==> src/rtl/nes_controller_ports.sv <==
`default_nettype none
// ============================================================================
//  Module      : nes_controller_ports
//  Description : Standard-controller interface at CPU $4016/$4017. Holds the
//                strobe latch and one serial shift register plus saturating
//                read counter per port. Reads return one button bit in
//                r_data[0] with open-bus bits above it, one enabled cycle
//                after the access.
//  Ports       : clock, reset_n (sync, active-low), clock_en (CPU cycle
//                enable), addr/r_en/w_data (CPU bus), buttons (live levels,
//                port p at [p*BUTTONS +: BUTTONS]), ctl_hit (comb hit),
//                r_data/rd_valid (registered read result), strobe (latch).
//  Revision    : 1.0 - initial release
// ============================================================================
module nes_controller_ports #(
    parameter int          NUM_PORTS = 2,
    parameter int          BUTTONS   = 8,
    parameter logic [7:0]  OPEN_BUS  = 8'h40,
    parameter logic        FILL_BIT  = 1'b1
) (
    input  logic                           clock,
    input  logic                           reset_n,
    input  logic                           clock_en,
    input  logic [15:0]                    addr,
    input  logic                           r_en,
    input  logic [7:0]                     w_data,
    input  logic [NUM_PORTS*BUTTONS-1:0]   buttons,
    output logic                           ctl_hit,
    output logic [7:0]                     r_data,
    output logic                           rd_valid,
    output logic                           strobe
);

    localparam int               c_CW      = $clog2(BUTTONS + 1);
    localparam logic [c_CW-1:0]  c_CNT_MAX = c_CW'(BUTTONS);
    localparam logic [15:0]      c_BASE    = 16'h4016;

    logic                  strobe_q;
    logic [7:0]            r_data_q;
    logic                  rd_valid_q;

    // One-hot read select per port and the bit each port would return.
    logic [NUM_PORTS-1:0]  w_sel;
    logic [NUM_PORTS-1:0]  w_bit;
    logic                  w_rd_bit;
    logic                  w_wr_strobe;

    // $4017 writes belong to the APU frame counter, so only $4016 latches.
    assign w_wr_strobe = ~r_en & (addr == c_BASE);
    assign ctl_hit     = |w_sel;
    assign w_rd_bit    = |(w_sel & w_bit);

    generate
        for (genvar p = 0; p < NUM_PORTS; p++) begin : g_port
            logic [BUTTONS-1:0] sr_q;
            logic [BUTTONS-1:0] sr_d;
            logic [c_CW-1:0]    cnt_q;
            logic [c_CW-1:0]    cnt_d;

            assign w_sel[p] = r_en & (addr == (c_BASE + 16'(p)));

            // While strobed the port is transparent: reads see live A.
            assign w_bit[p] = strobe_q ? buttons[p*BUTTONS] : sr_q[0];

            always_comb begin
                sr_d  = sr_q;
                cnt_d = cnt_q;
                if (strobe_q) begin
                    sr_d  = buttons[p*BUTTONS +: BUTTONS];
                    cnt_d = '0;
                end else if (w_sel[p]) begin
                    // Shift toward bit 0, refilling the MSB so overrun
                    // reads keep returning FILL_BIT.
                    sr_d = (sr_q >> 1) | (BUTTONS'(FILL_BIT) << (BUTTONS - 1));
                    if (cnt_q != c_CNT_MAX) begin
                        cnt_d = cnt_q + 1'b1;
                    end
                end
            end

            always_ff @(posedge clock) begin
                if (!reset_n) begin
                    sr_q  <= {BUTTONS{FILL_BIT}};
                    cnt_q <= c_CNT_MAX;
                end else if (clock_en) begin
                    sr_q  <= sr_d;
                    cnt_q <= cnt_d;
                end
            end
        end
    endgenerate

    always_ff @(posedge clock) begin
        if (!reset_n) begin
            strobe_q   <= 1'b0;
            r_data_q   <= 8'h00;
            rd_valid_q <= 1'b0;
        end else if (clock_en) begin
            if (w_wr_strobe) begin
                strobe_q <= w_data[0];
            end
            if (ctl_hit) begin
                r_data_q   <= {OPEN_BUS[7:1], w_rd_bit};
                rd_valid_q <= 1'b1;
            end else begin
                rd_valid_q <= 1'b0;
            end
        end
    end

    assign r_data   = r_data_q;
    assign rd_valid = rd_valid_q;
    assign strobe   = strobe_q;

endmodule
`default_nettype wire
==> config.mk <==
export PLATFORM = sky130hd
export DESIGN_NAME = nes_controller_ports
export DESIGN_NICKNAME = d
export VERILOG_FILES = /design/src/rtl/nes_controller_ports.sv
export SDC_FILE = /design/constraint.sdc
export NUM_CORES = 1
export LEC_CHECK = 0
export CORE_MARGIN = 4
export CORE_UTILIZATION = 25
export DETAILED_ROUTE_END_ITERATION = 6
export GPL_TIMING_DRIVEN = 0
export PLACE_DENSITY_LB_ADDON = 0.05
export SLEW_MARGIN = 20
export SYNTH_ARGS = -nofsm -noshare
export SYNTH_HDL_FRONTEND = slang
export SYNTH_SLANG_ARGS = --single-unit
==> constraint.sdc <==
create_clock -name clock -period 1.5 [get_ports clock]
set_input_delay 0.225 -clock clock [delete_from_list [all_inputs] [get_ports clock]]
set_output_delay 0.225 -clock clock [all_outputs]
set_load 0.03 [all_outputs]
==> summary.md <==
| Metric | Value |
|---|---|
| Fill count | between 400 and 500 |
| DRT Wirelength | 3060 µm |
| Global-route wire length before repair | 4840 µm |
| CTS hold repair buffers | 0 |
| Hold Fails Final Rpt | 0 |
| Fin crit share | 0.959 |
| Hold Crit Class | in2reg |
| Slew Limit Fails | 0 |
| Routed via count | between 1000 and 1500 |
| CP Launch Point | addr[3] |
| Finish-stage setup viols | 0 |
| H-tree levels | 1 |
| Row count | 24 |
| Area delta synth->final | 54.5% |
| CTS Root Cell | clkbuf_8 |
| CP max stage delay | just under 0.3 ns |
| HPWL Detailed | ~2300 µm |
| Number of port buffers | 40 |
| Slew @ Worst Pin | approximately 0.52 ns |
| Die ar. | ~5600 µm² |
| 1st-iter DRT viols | 22 |
| Initial antenna violation count | 0 |
| Drt via density | approximately 4.6 |
| Post-synthesis sequential area ratio | 0.358 |
| Maximum clock rate | roughly 700 MHz |
| Relative slew margins | 0.655 |
| Initial Util | 0.257 |
| GRT overflow | 0 |
| GP Congestion | about 0.75 |
| Die X | around 75 µm |
| Synth Instances | approximately 120 |
| Num CTS Buffers | 3 |
| Tmin final | 1.44 ns |
| Hold_ws | roughly 0.36 ns |
| FF-to-FF Start | strobe |
| Share of cells above drive strength 1 | 0.154 |
| Die Height | about 75 µm |
| Setup TNS | 0 ns |
| Design Power | 1.10 mW |
| CP endpoint kind | primary output |
| Worst Setup Start Kind | input port |
| Area of the core | 4350 µm² |
| Worst R2R Setup Slack | between 0.2 and 0.25 ns |
| Data arrival, critical path | approximately 1.2 ns |
| Ant. Diodes | 0 |
| Nets | between 200 and 250 |
| Pwr per Cell Area | around 640 nW/µm² |
| Number of global-route vias before repair | around 1000 |
| Mapped Avg Cell Area | 9.01 µm² |
| Setup crit end | ctl_hit |
| Total GRT Usage | 0.114 |
| Worst vdd ir | about 0.24 mV |
| Clock-pin slew on the worst setup and hold paths | 0.07 ns |
| Worst Path Required | 1.27 ns |
| Max Cap Viol | 0 |
| Unrepaired setup endpoints after global routing | no |
| Routed wire per std cell | roughly 13 µm |
| Final Util | 0.397 |
| Pleak | 0.799 nW |
| IO Count | 55 |
| CTS tree | built |
| Worst-path fanout max | 2 |
| Outcome | complete, no violations |
| Multi-input combinational cell area | roughly 670 µm² |
| Commonest cells after routing, fill and taps aside | 20 x dfxtp_1, 20 x clkdlybuf4s50_1, 17 x nor2_1 |
| Yosys warnings | 0 |
| Synth Register Bits | 20 |
| DR pass1 iterations | 3 |
| Worst-path cell chain | clkdlybuf4s15_1 > nor4bb_2 > and4_4 > and2_4 > buf_6 |
| Worst R2R Path Depth | 3 |
| Synthesized area | 1120 µm² |
| Max clock buf depth | 2 |
| Register area | approximately 400 µm² |
| Synth cell types | 26 |
| Clock Latency Late Sink | ~0.26 ns |
| Detail Route Antenna Nets | 0 |
| Drt drc | 0 |
| Sink Count | 20 |
| Critical-path top delay cell | nor4bb_2 |
| Clock Skew | about 0.0042 ns |
| Largest net degree at the start of global routing | 12 |
| R2R Path End | r_data[0] |
| Kind of critical path | in2out |
-- logic make-up (layout without fill, tap and decap cells) --
| family | Yosys count | in the layout | share of synthesized area |
|---|---|---|---|
| AND/OR/NAND/NOR | 45 | 45 | 0.222 |
| buffers and inverters | 17 | 63 | 0.0873 |
| flip-flops | 20 | 20 | 0.358 |
| multiplexers | 15 | 15 | 0.146 |
| AO/OA/AOI/OAI | 26 | 26 | 0.184 |
| other | 1 | 6 | 0.00336 |
-- what timing repair did --
item,CTS,global route
buffers inserted,1,2
gates resized for setup,24,17
setup endpoints to repair,4,17
pin swaps,4,7
-- area by class of cell --
class / instances / area share
Multi-Input combinational cell: 92 / 0.386
Timing Repair Buffer: 43 / 0.261
Sequential cell: 20 / 0.232
Buffer: 13 / 0.0449
Tap cell: 52 / 0.0377
Clock buffer: 4 / 0.0319
Inverter: 3 / 0.00652
-- cell usage after synthesis, drive strengths merged --
master	number	area share
a211oi	16	0.11
a21oi	4	0.038
a31o	2	0.016
and2	2	0.011
and3	2	0.011
and3b	1	0.0078
and4	1	0.0078
buf	8	0.057
clkbuf	6	0.020
conb	1	0.0034
dfxtp	20	0.36
inv	3	0.010
mux2i	14	0.13
mux4	1	0.020
nand2	1	0.0034
nand4	2	0.011
nor2	17	0.057
nor2b	15	0.084
nor3	1	0.0045
nor4	1	0.0056
nor4bb	2	0.018
o21a	2	0.013
o21ai	2	0.0090
-- layer usage --
layer	share of wire	vias up	track usage
met4	0.014	0	0.0435
met5	0	-	0
met2	0.55	16	0.210
met3	0.031	6	0.0200
li1	-	535	-
met1	0.41	492	0.129
-- metrics by stage --
stage,cell area [µm²],cells,setup WS (ns)
6_report,1730,227,0.0612
5_1_grt,1730,227,0.00250
4_1_cts,1660,226,-0.101
3_5_place_dp,1600,221,-0.877
3_3_place_gp,1600,221,-0.878
2_1_floorplan,1140,129,0.121
-- registers in the layout, indices dropped and copies added, names as in the netlist --
register,count
g_port.sr_q,16
rd_valid,1
r_data,2
strobe,1
-- worst min-delay path by stage --
stage / from / to / cells past startpoint
2_1_floorplan: reset_n / g_port[0].sr_q[7] / 1
3_3_place_gp: r_data[6] / r_data[6] / 1
3_5_place_dp: r_data[6] / r_data[6] / 1
4_1_cts: clock_en / strobe / 3
5_1_grt: clock_en / strobe / 3
6_report: clock_en / strobe / 3
-- worst max-delay path, delay by kind of cell --
| kind | cells | cell delay, ns |
|---|---|---|
| AND/OR/NAND/NOR | 3 | 0.69 |
| buffers and inverters | 2 | 0.30 |
-- power by group --
| part | switching [mW] | internal (mW) | total (mW) |
|---|---|---|---|
| Sequential | 0.000000800 | 0.530 | 0.530 |
| Clock | 0.179 | 0.233 | 0.413 |
| Combinational | 0.0653 | 0.0897 | 0.155 |
| Total | 0.245 | 0.853 | 1.10 |
No activity file was read; power rests on OpenSTA's default activity.
